$ cat src/rtl/serial_negate_multi.sv
// serial_negate_multi: NCH lockstep bit-serial channels, LSB first,
// each word negated (two's complement) or passed per channel.
//
// Ports:
//   t_clk     : clock, rising edge
//   r_n       : async active-low reset
//   in_valid  : accept in_bit this cycle
//   in_sync   : with in_valid, this bit is bit 0 of a new word
//   in_bit    : [NCH] serial data in
//   neg_en    : [NCH] 1=negate, 0=pass; sampled on bit 0
//   out_valid : out_bit holds a result bit
//   out_bit   : [NCH] serial result out
//   out_last  : with out_valid on bit WIDTH-1
//   ovf       : [NCH] most-negative word negated, with out_last
module serial_negate_multi #(
  parameter int WIDTH = 8,
  parameter int NCH   = 1
) (
  input  logic           t_clk,
  input  logic           r_n,
  input  logic           in_valid,
  input  logic           in_sync,
  input  logic [NCH-1:0] in_bit,
  input  logic [NCH-1:0] neg_en,
  output logic           out_valid,
  output logic [NCH-1:0] out_bit,
  output logic           out_last,
  output logic [NCH-1:0] ovf
);

  localparam int IW =
    (WIDTH > 1) ? $clog2(WIDTH) : 1;
  localparam logic [IW-1:0] LAST =
    IW'(WIDTH - 1);

  logic [IW-1:0]  r_idx;
  logic [NCH-1:0] r_seen;
  logic [NCH-1:0] r_mode;

  logic [IW-1:0]  w_k;
  logic [IW-1:0]  w_idx_nxt;
  logic           w_first;
  logic           w_last;
  logic [NCH-1:0] w_m;
  logic [NCH-1:0] w_s;
  logic [NCH-1:0] w_obit;
  logic [NCH-1:0] w_ovf;
  logic [NCH-1:0] w_seen_nxt;

  // Negation = copy bits up to and including
  // the first 1, then invert; seen marks that 1.
  always_comb begin
    w_k        = in_sync ? '0 : r_idx;
    w_first    = (w_k == '0);
    w_last     = (w_k == LAST);
    w_m        = w_first ? neg_en : r_mode;
    w_s        = w_first ? '0 : r_seen;
    w_obit     = in_bit ^ (w_m & w_s);
    w_ovf      = '0;
    w_idx_nxt  = w_k + IW'(1);
    w_seen_nxt = w_s | in_bit;
    if (w_last) begin
      // only MSB set: -x is not representable
      w_ovf      = w_m & in_bit & ~w_s;
      w_idx_nxt  = '0;
      w_seen_nxt = '0;
    end
  end

  always_ff @(posedge t_clk or negedge r_n) begin
    if (!r_n) begin
      out_valid <= 1'b0;
      out_bit   <= '0;
      out_last  <= 1'b0;
      ovf       <= '0;
      r_idx     <= '0;
      r_seen    <= '0;
      r_mode    <= '0;
    end else if (in_valid) begin
      out_valid <= 1'b1;
      out_bit   <= w_obit;
      out_last  <= w_last;
      ovf       <= w_ovf;
      r_idx     <= w_idx_nxt;
      r_seen    <= w_seen_nxt;
      if (w_first) begin
        r_mode <= neg_en;
      end
    end else begin
      out_valid <= 1'b0;
      out_last  <= 1'b0;
      ovf       <= '0;
    end
  end

endmodule

$ cat config.mk
export PLATFORM = sky130hd
export DESIGN_NAME = serial_negate_multi
export DESIGN_NICKNAME = d
export VERILOG_FILES = /design/src/rtl/serial_negate_multi.sv
export SDC_FILE = /design/constraint.sdc
export NUM_CORES = 1
export LEC_CHECK = 0
export CORE_AREA = 2 2 39 41
export DETAILED_ROUTE_END_ITERATION = 12
export DIE_AREA = 0 0 41 43
export GPL_TIMING_DRIVEN = 1
export PLACE_DENSITY = 0.57
export SLEW_MARGIN = 25
export SYNTH_ARGS = -nofsm -noshare
export SYNTH_HDL_FRONTEND = slang
export SYNTH_SLANG_ARGS = --single-unit
$ cat constraint.sdc
create_clock -name t_clk -period 1.6 [get_ports t_clk]
set_clock_uncertainty 0.2 [all_clocks]
set_input_delay 0.16 -clock t_clk [delete_from_list [all_inputs] [get_ports t_clk]]
set_output_delay 0.16 -clock t_clk [all_outputs]
set_load 0.01 [all_outputs]
# Word-level counts from Yosys, hierarchy flattened
# Index checks and enable logic that the tools add are counted.
[op_classes] eq_ne=1 n_reduce_logical=1 n_addsub=1 bitwise_logic=6 n_mux=9
[ops] op="1-bit two-way mux" count=7
[ops] op="3-bit two-way mux" count=2
[ops] op="3-bit by 1-bit adder with 3-bit output, second input constant" count=1
[ops] op="1-bit AND" count=3
[ops] op="3-bit equality test, second input constant" count=1
[ops] op="3-bit zero test" count=1
[ops] op="1-bit inverter" count=1
[ops] op="1-bit bitwise OR" count=1
[ops] op="1-bit XOR" count=1
[totals] register_bits=9 word_cells=25 input_bits=6 out_inout_bits=4

# Logic depth before layout (Yosys ltp)
# Gate-level depths: netlist (run 1).
[logic_depth] depth_word=7 depth_mapped=7 mapped_depth_nobuf=7

# Worst setup path before layout (run 1)
# Ideal clock, no wire load.
[synth_path] path_type="register to register" from="register r_idx[1]" to="register r_idx[2]" setup_time_ps=125 slack_ps=117 arrival_ps=1158 required_time_ps=1275 stages_incl_launch_ff=6 synth_period_minus_slack_ps=1483 n_path_buf=0 path_cell_list="dfrtp_1 > nand2b_1 > inv_1 > ha_1 > ha_1 > mux2_2"
[synth_between] elab_chain_cells=3 word_cells_on_any_way=4 classes_between="add/sub (1); eq/ne (1); mux (2)"
[synth_lines] element="start: declaration" line="36" rtl="logic [IW-1:0] r_idx;"
[synth_lines] element="start signal: assignment" line="84" rtl="r_idx <= w_idx_nxt;"
[synth_lines] element="3-bit two-way mux (*)" line="53" rtl="w_k = in_sync ? '0 : r_idx;"
[synth_lines] element="3-bit by 1-bit adder with 3-bit output or 3-bit equality test (tied branches)" line="60, 55"
[synth_lines] element="3-bit two-way mux (*)" line="62" rtl="if (w_last) begin"
[synth_lines] element="net w_idx_nxt[2]" line="41" rtl="logic [IW-1:0] w_idx_nxt;"
# The timed path passes the listed nets; every way through them passes the cells marked *.
# A chain may end at the register's enable or synchronous reset.

# Final worst setup path (run 1)
# Ends and elaborated chain as after synthesis.

==> metrics.md, run 1 <==
| Metric | Value |
|---|---|
| Worst reg-to-reg path cell count | `5` |
| Setup CP Type | `flop to flop` |
| Post-synth EDFFs | `0` |
| Fin. max-slew vios | `0` |
| Vias in the first global route | `359` |
| Nets | `73` |
| Seq/Total Area, Yosys | `47.6%` |
| Post-synth net total | `51` |
| First-pass GRT wire length | `1380 um` |
| Initial Util | `34.2%` |
| Placer Congestion | `0.712` |
| Port bufs | `9` |
| Clk root buf | `clkbuf_4` |
| Startpoint Class | `flop` |
| Avg Inst Size Synth | `11.3 um^2` |
| Global route total overflow | `0` |
| Warnings from Yosys | `0` |
| Slew headroom | `72.9%` |
| CORE AREA | `0.00138 mm^2` |
| Placed cell areas | `639 um^2` |
| Failing checks | `negative hold slack` |
| Clk Latency, worst-skew pair | `0.27 ns` |
| # IOs | `10` |
| R2R Path Start | `r_idx[1]` |
| DRT iter0 DRCs | `2` |
| Wire length per cell | `11.4 um` |
| Top post-synthesis cells by count | `dfrtp_1, inv_1, ha_1` |
| Finished Cell Area | `686 um^2` |
| Met3 Use GR | `3.14%` |
| Cells after Synth | `42` |
| Hold Slack | `-0.0137 ns` |
| Share of the synthesized area in the top cell type | `47.6%` |
| Diodes inserted | `0` |
| Crit. Startpoint | `r_idx[1]` |
| Synthesized area | `473 um^2` |
| VDD IR max | `0.000385 V` |
| Antenna Nets Post-Route | `0` |
| Status | `complete, but fails checks` |
| Final Worst Setup Slack | `0.0752 ns` |
| Crit path time final | `1.52 ns` |
| Sink Count | `9` |
| Max_cap viols | `0` |
| Leak | `0.358 nW` |
| Pre-CTS setup slack | `-0.267 ns` |
| Critical path arrival | `1.48 ns` |
| Worst-path clk slew | `0.06 ns` |
| DR pass1 iterations | `2` |
| Die ar. | `0.00176 mm^2` |
| Total track usage | `12.4%` |
| FFs w/ async S/R, synth | `100%` |
| Layout cells sized above 1 | `33.3%` |
| Fmax | `0.656 GHz` |
| Worst Tran Pin Value | `0.405 ns` |
| TritonCTS clock tree | `done` |
| P&R area growth vs syn | `45.0%` |
| Gr busiest metal | `met2` |
| R2R setup slack | `0.08 ns` |
| Row cnt | `14` |
| Via count | `381` |
| Final Util | `49.5%` |
| Flops & latches, synth | `9` |
| Total CTS buffers | `3` |
| Setup_tns | `0 ns` |
| Synth Flop Type | `dfrtp_1` |
| Initial antenna violation count | `0` |
| Yosys cell types | `22` |
| Global-route met1 utilization | `14.2%` |
| Critical Path RT | `1.55 ns` |
| Top-count cell post-synth | `dfrtp_1` |
| Post-synth top area cell | `dfrtp_1` |
| Max clock buf depth | `2` |
| Reg2Reg Capture Point | `r_idx[2]` |
| Number of setup violations in the final report | `0` |
| Min-Delay Path Class | `primary input to async pin` |
| Crit. End Element | `flop` |
| CP max FO | `2` |
| Die Y | `43 um` |
| Power Density | `984 mW/mm^2` |
| Drt drc | `0` |
| Final WL | `903 um` |
| Final number of hold-violating endpoints | `9` |
| Tcrit/Tclk final | `95.3%` |
| Area contributors post-synth | `dfrtp_1, ha_1, mux2_2` |
| RSZ-0062 raised after global routing | `no` |
| Vias per cell | `4.82` |
| Chip width | `41 um` |
| Largest net degree at the start of global routing | `10` |
| Met2 Track Usage GR | `18.1%` |
| CTS H-tree lvls | `1` |
| Post CTS Setup Buffer Count | `0` |
| HPWL after DPL | `717 um` |
==> metrics by stage <==
step	cells	power, W	hold slack (ns)
detailed placement	75	0.000488	0.294
global route	79	0.000713	0.0475
CTS	79	0.000670	0.00690
finish	79	0.000674	-0.0137
global placement	75	0.000482	0.297
floorplan	42	0.000397	-0.336
==> critical path, cell delays in order, from the launching register on <==
cell      delay, ns
dfrtp_1        0.41
nand2b_4       0.08
inv_1          0.04
ha_1           0.19
ha_2           0.25
mux2_2         0.25
==> report_power, final <==
group | switching [W] | internal (W)
Clock | 0.0000853 | 0.0000965
Combinational | 0.0000759 | 0.000118
Sequential | 0.0000335 | 0.000266
==> cells in the final DEF (no fill, tap or decap), types with 2 or more instances in the layout <==
cell	instances
nand3_1	2
inv_1	5
o211ai_1	2
dfrtp_1	9
nand2b_4	3
a21oi_1	2
clkdlybuf4s50_1	8
mux2_2	2
nand2_1	2
ha_1	2
clkbuf_4	3
buf_4	9
==> registers in the layout (all words and copies together), names as in the netlist <==
name and count:
out_bit 1, out_last 1, out_valid 1, ovf 1
r_idx 3, r_mode 1, r_seen 1
==> logic make-up (layout without fill, tap and decap cells) <==
kind of cell | Yosys count | in the layout | synth area share [%]
flip-flops | 9 | 9 | 47.6
buffers and inverters | 6 | 27 | 6.35
AND/OR/NAND/NOR | 14 | 14 | 20.6
AO/OA/AOI/OAI | 7 | 7 | 9.52
multiplexers | 3 | 3 | 7.94
adder cells (fa/ha/maj) | 3 | 3 | 7.94
==> timing repair <==
action,in CTS,in global routing
gates resized for setup,0,4
endpoints found under the hold margin,0,0
hold buffers,0,0
setup endpoints to repair,0,3
==> routing by layer <==
layer  share of wire (%)  routed length [um]
met1                  47                 425
met2                  44                 393
met3                 6.0                  54
met4                 3.4                  31
met5                   0                   0
==> how the worst max path moves through the flow <==
stage                     to  slack, ns
global route          r_seen       0.02
finish              r_idx[2]       0.08
floorplan           r_idx[2]       0.12
detailed placement  r_idx[2]      -0.27
CTS                 r_idx[2]       0.01
global placement      r_seen      -0.27
==> final cells by class <==
class,count,area [um^2]
fillers,150,698
multi-input cells,27,235
flip-flops and latches,9,225
repair buffers,18,160
clock buffers,4,26.3
well taps,16,20.0
inverters,5,18.8
(Power assumes the default switching activity.)
==> inputs of run 2 (changes only) <==
Settings changed: ABC_AREA from default to 1, HOLD_SLACK_MARGIN from default to 0.06, PLACE_DENSITY 0.57 to 0.56.
==> run 2 against run 1 <==
Net effect:
- the run now ends clean
- non-clock buffer count down 2
- fmax increased by 1.7%
- final area unchanged
- global-route usage is 1.1 points higher
- largest power group unchanged
- synthesized cell count increased by 19%
- utilization is the same
- power is 12% lower
- sequential power is 13% lower
- critical endpoint is now out_bit
- die area did not move
- count of clock-buffer cells in the layout stayed put
- hold slack better by 0.21 ns
==> metrics.md, run 2 <==
| Metric | Value |
|---|---|
| FILL cells | `136 (-9.3%)` |
| Wire length per cell | `10.7 um (-6.6%)` |
| Global route total overflow | `0 (unchanged)` |
| Final Util | `49.5% (unchanged)` |
| Top post-synthesis cells by count | `nand2_1, dfrtp_1, inv_1` |
| Top-count cell post-synth | `nand2_1` |
| Leak | `0.365 nW (+2.1%)` |
| Diodes inserted | `0 (unchanged)` |
| Vias per cell | `4.33 (-10%)` |
| Worst Tran Pin Value | `0.424 ns (+0.0185 ns)` |
| Port bufs | `9 (unchanged)` |
| Final Worst Setup Slack | `0.101 ns (+0.0262 ns)` |
| Vias in the first global route | `333 (-7.2%)` |
| Row cnt | `14 (unchanged)` |
| Min-Delay Path Class | `primary input to flop` |
| Seq/Total Area, Yosys | `49.6% (+2.0 points)` |
| Non-filler instance count after layout | `86 (+8.9%)` |
| Max reg flops | `3 (unchanged)` |
| Commonest non-fill, non-tap cell in the layout | `nand2_1` |
| Critical Path Max Stage Delay | `0.34 ns (-0.07 ns)` |
| Status | `finished, final reports clean` |
| Slew headroom | `71.7% (-1.2 points)` |
| Most frequent cells in the layout | `nand2_1, dfrtp_1, clkdlybuf4s50_1` |
| Post-synth top area cell | `dfrtp_1` |
| Crit. End Element | `flop` |
| Layout cells sized above 1 | `32.9% (-0.48 points)` |
| DRT iter0 DRCs | `5 (+3)` |
| Critical Path RT | `1.55 ns (about the same)` |
| Initial antenna violation count | `0 (unchanged)` |
| CP top delay family | `simple AND/OR/NAND/NOR gates` |
| Final number of hold-violating endpoints | `0 (-9)` |
| Share of the synthesized area in the top cell type | `49.6% (+2.0 points)` |
| Fin. max-slew vios | `0 (unchanged)` |
| Cells after Synth | `50 (+19%)` |
| Slowest CP cell | `dfrtp_1` |
| Sink Count | `9 (unchanged)` |
| Fmax | `0.667 GHz (+1.7%)` |
| CP dominant cell by count | `nand2_1` |
| Multi-input logic area | `216 um^2 (-8.0%)` |
| Placer Congestion | `0.687 (-3.5%)` |
| Sequential power share | `44.0% (-0.4 points)` |
| Flops & latches, synth | `9 (unchanged)` |
| Initial Util | `32.8% (-1.4 points)` |
| Synth Flop Type | `dfrtp_1` |
| Max clock buf depth | `2 (unchanged)` |
| Antenna Nets Post-Route | `0 (unchanged)` |
| CTS H-tree lvls | `1 (unchanged)` |
| Clk Latency, worst-skew pair | `0.26 ns (about the same)` |
| Number of setup violations in the final report | `0 (unchanged)` |
| Startpoint Class | `flop` |
| First-pass GRT wire length | `1500 um (+9.0%)` |
| FFs w/ async S/R, synth | `100% (unchanged)` |
| Total CTS buffers | `3 (unchanged)` |
| Setup CP Type | `flop to flop` |
| Chip width | `41 um (unchanged)` |
| HPWL after DPL | `670 um (-6.6%)` |
| Total track usage | `13.5% (+1.1 points)` |
| Net Switching | `0.000168 W (-13%)` |
| TritonCTS clock tree | `done` |
| Avg Inst Size Synth | `9.08 um^2 (-19%)` |
| P_int | `0.000425 W (-12%)` |
| Pre-CTS setup slack | `-0.266 ns (+0.00103 ns)` |
| Max_cap viols | `0 (unchanged)` |
| Warnings from Yosys | `0 (unchanged)` |
| Post CTS Setup Buffer Count | `0 (unchanged)` |
| Post-synth EDFFs | `0 (unchanged)` |
| FF+latch area | `225 um^2 (unchanged)` |
| Area contributors post-synth | `dfrtp_1, nand2_1, ha_1` |
| Largest net degree at the start of global routing | `10 (unchanged)` |
| Synthesized area | `454 um^2 (-4.0%)` |
| Die ar. | `0.00176 mm^2 (unchanged)` |
| Die Y | `43 um (unchanged)` |
| Via count | `372 (-2.4%)` |
| Clk root buf | `clkbuf_4` |
| Power Density | `865 mW/mm^2 (-12%)` |
| Crit path time final | `1.50 ns (-0.0262 ns)` |
| # IOs | `10 (unchanged)` |
| Worst-path clk slew | `0.06 ns (about the same)` |
| Nets | `80 (+9.6%)` |
| Top reg by flops | `r_idx` |
| Post-synth net total | `59 (+16%)` |
| Hold Slack | `0.193 ns (+0.206 ns)` |
| VDD IR max | `0.000380 V (-1.2%)` |
| CP max FO | `3 (+1)` |
| Tcrit/Tclk final | `93.7% (-1.6 points)` |
| DR pass1 iterations | `4 (+2)` |
| RSZ-0062 raised after global routing | `no` |
| Net Sw Frac | `28.4% (-0.46 points)` |
| CORE AREA | `0.00138 mm^2 (unchanged)` |
| P&R area growth vs syn | `51.0%` |
| Placed Cells | `81 (+8.0%)` |
| Drt drc | `0 (unchanged)` |
| Critical path arrival | `1.45 ns (-0.03 ns)` |
| Final WL | `918 um (+1.7%)` |
| Yosys cell types | `15 (-32%)` |
| Worst path bufs/invs | `2 (+1)` |
| Worst path cell trace | `inv_1, nor2_4, inv_2, ha_4, nand2_1, nand2_1, nand2_2, nand3_1, nand3_1, nand2_1` |
| Clock share of power | `30.2% (+3.3 points)` |
| Gate power share | `25.8% (-2.9 points)` |
-- run 2: area by class of cell --
| cell class | count | area share [%] |
|---|---|---|
| Clock buffer | 4 | 3.83 |
| Timing Repair Buffer | 16 | 23.4 |
| Sequential cell | 9 | 32.8 |
| Tap cell | 16 | 2.92 |
| Inverter | 10 | 5.47 |
| Multi-Input combinational cell | 31 | 31.6 |
-- run 2: per-stage QoR --
step / instance area [um^2] / setup TNS (ns) / total power [W]
global placement: 622 / -0.765 / 0.000400
detailed placement: 622 / -0.942 / 0.000403
floorplan: 454 / 0 / 0.000339
CTS: 661 / 0 / 0.000591
global route: 686 / 0 / 0.000634
finish: 686 / 0 / 0.000593
-- run 2: timing repair --
| action | in CTS | in global routing |
|---|---|---|
| pin swaps | 0 | 3 |
| hold endpoints to repair | 9 | 0 |
| setup endpoints to repair | 1 | 4 |
| cloned | 0 | 0 |
| resized for setup | 1 | 8 |
| hold buffers | 1 | 0 |
-- run 2: layer usage --
| layer | up-vias | global-route usage, % | routed length (um) |
|---|---|---|---|
| met5 | - | 0 | 0 |
| met4 | 0 | 12.0 | 20 |
| met3 | 2 | 2.09 | 38 |
| met2 | 8 | 18.4 | 438 |
| met1 | 169 | 17.2 | 421 |
| li1 | 193 | - | - |
-- run 2: worst paths after layout --
check | start | endpoint | slack, ns | cells after the start
worst max-delay path | r_idx[0] | out_bit | 0.10 | 10
min in group asynchronous | r_n | r_idx[1] | 0.54 | 2
max in group asynchronous | r_n | r_mode | 0.36 | 2
worst max register to register | r_idx[0] | out_bit | 0.10 | 10
worst min register to register | out_bit | out_bit | 0.29 | 2
worst min-delay path | in_sync | r_idx[0] | 0.19 | 4
-- run 2: worst min-delay path, cell delays in order --
cell and delay, ns:
dlymetal6s2s_1 0.17, nor2_4 0.13, buf_4 0.11, o21ai_1 0.05
-- run 2: cell families after synthesis --
logic type / after synthesis / share of synthesized area, %
flops: 9 / 49.6
fa+ha+maj: 3 / 8.27
buf+inv: 10 / 8.27
compound gates: 5 / 8.54
simple gates: 23 / 25.3
-- run 2: power groups by stage --
stage	Combinational (W)	Sequential [W]	Clock, W
global placement	0.000135	0.000265	0
finish	0.000153	0.000261	0.000179
detailed placement	0.000137	0.000265	0
floorplan	0.0000728	0.000266	0
global route	0.000169	0.000263	0.000202
CTS	0.000141	0.000261	0.000189
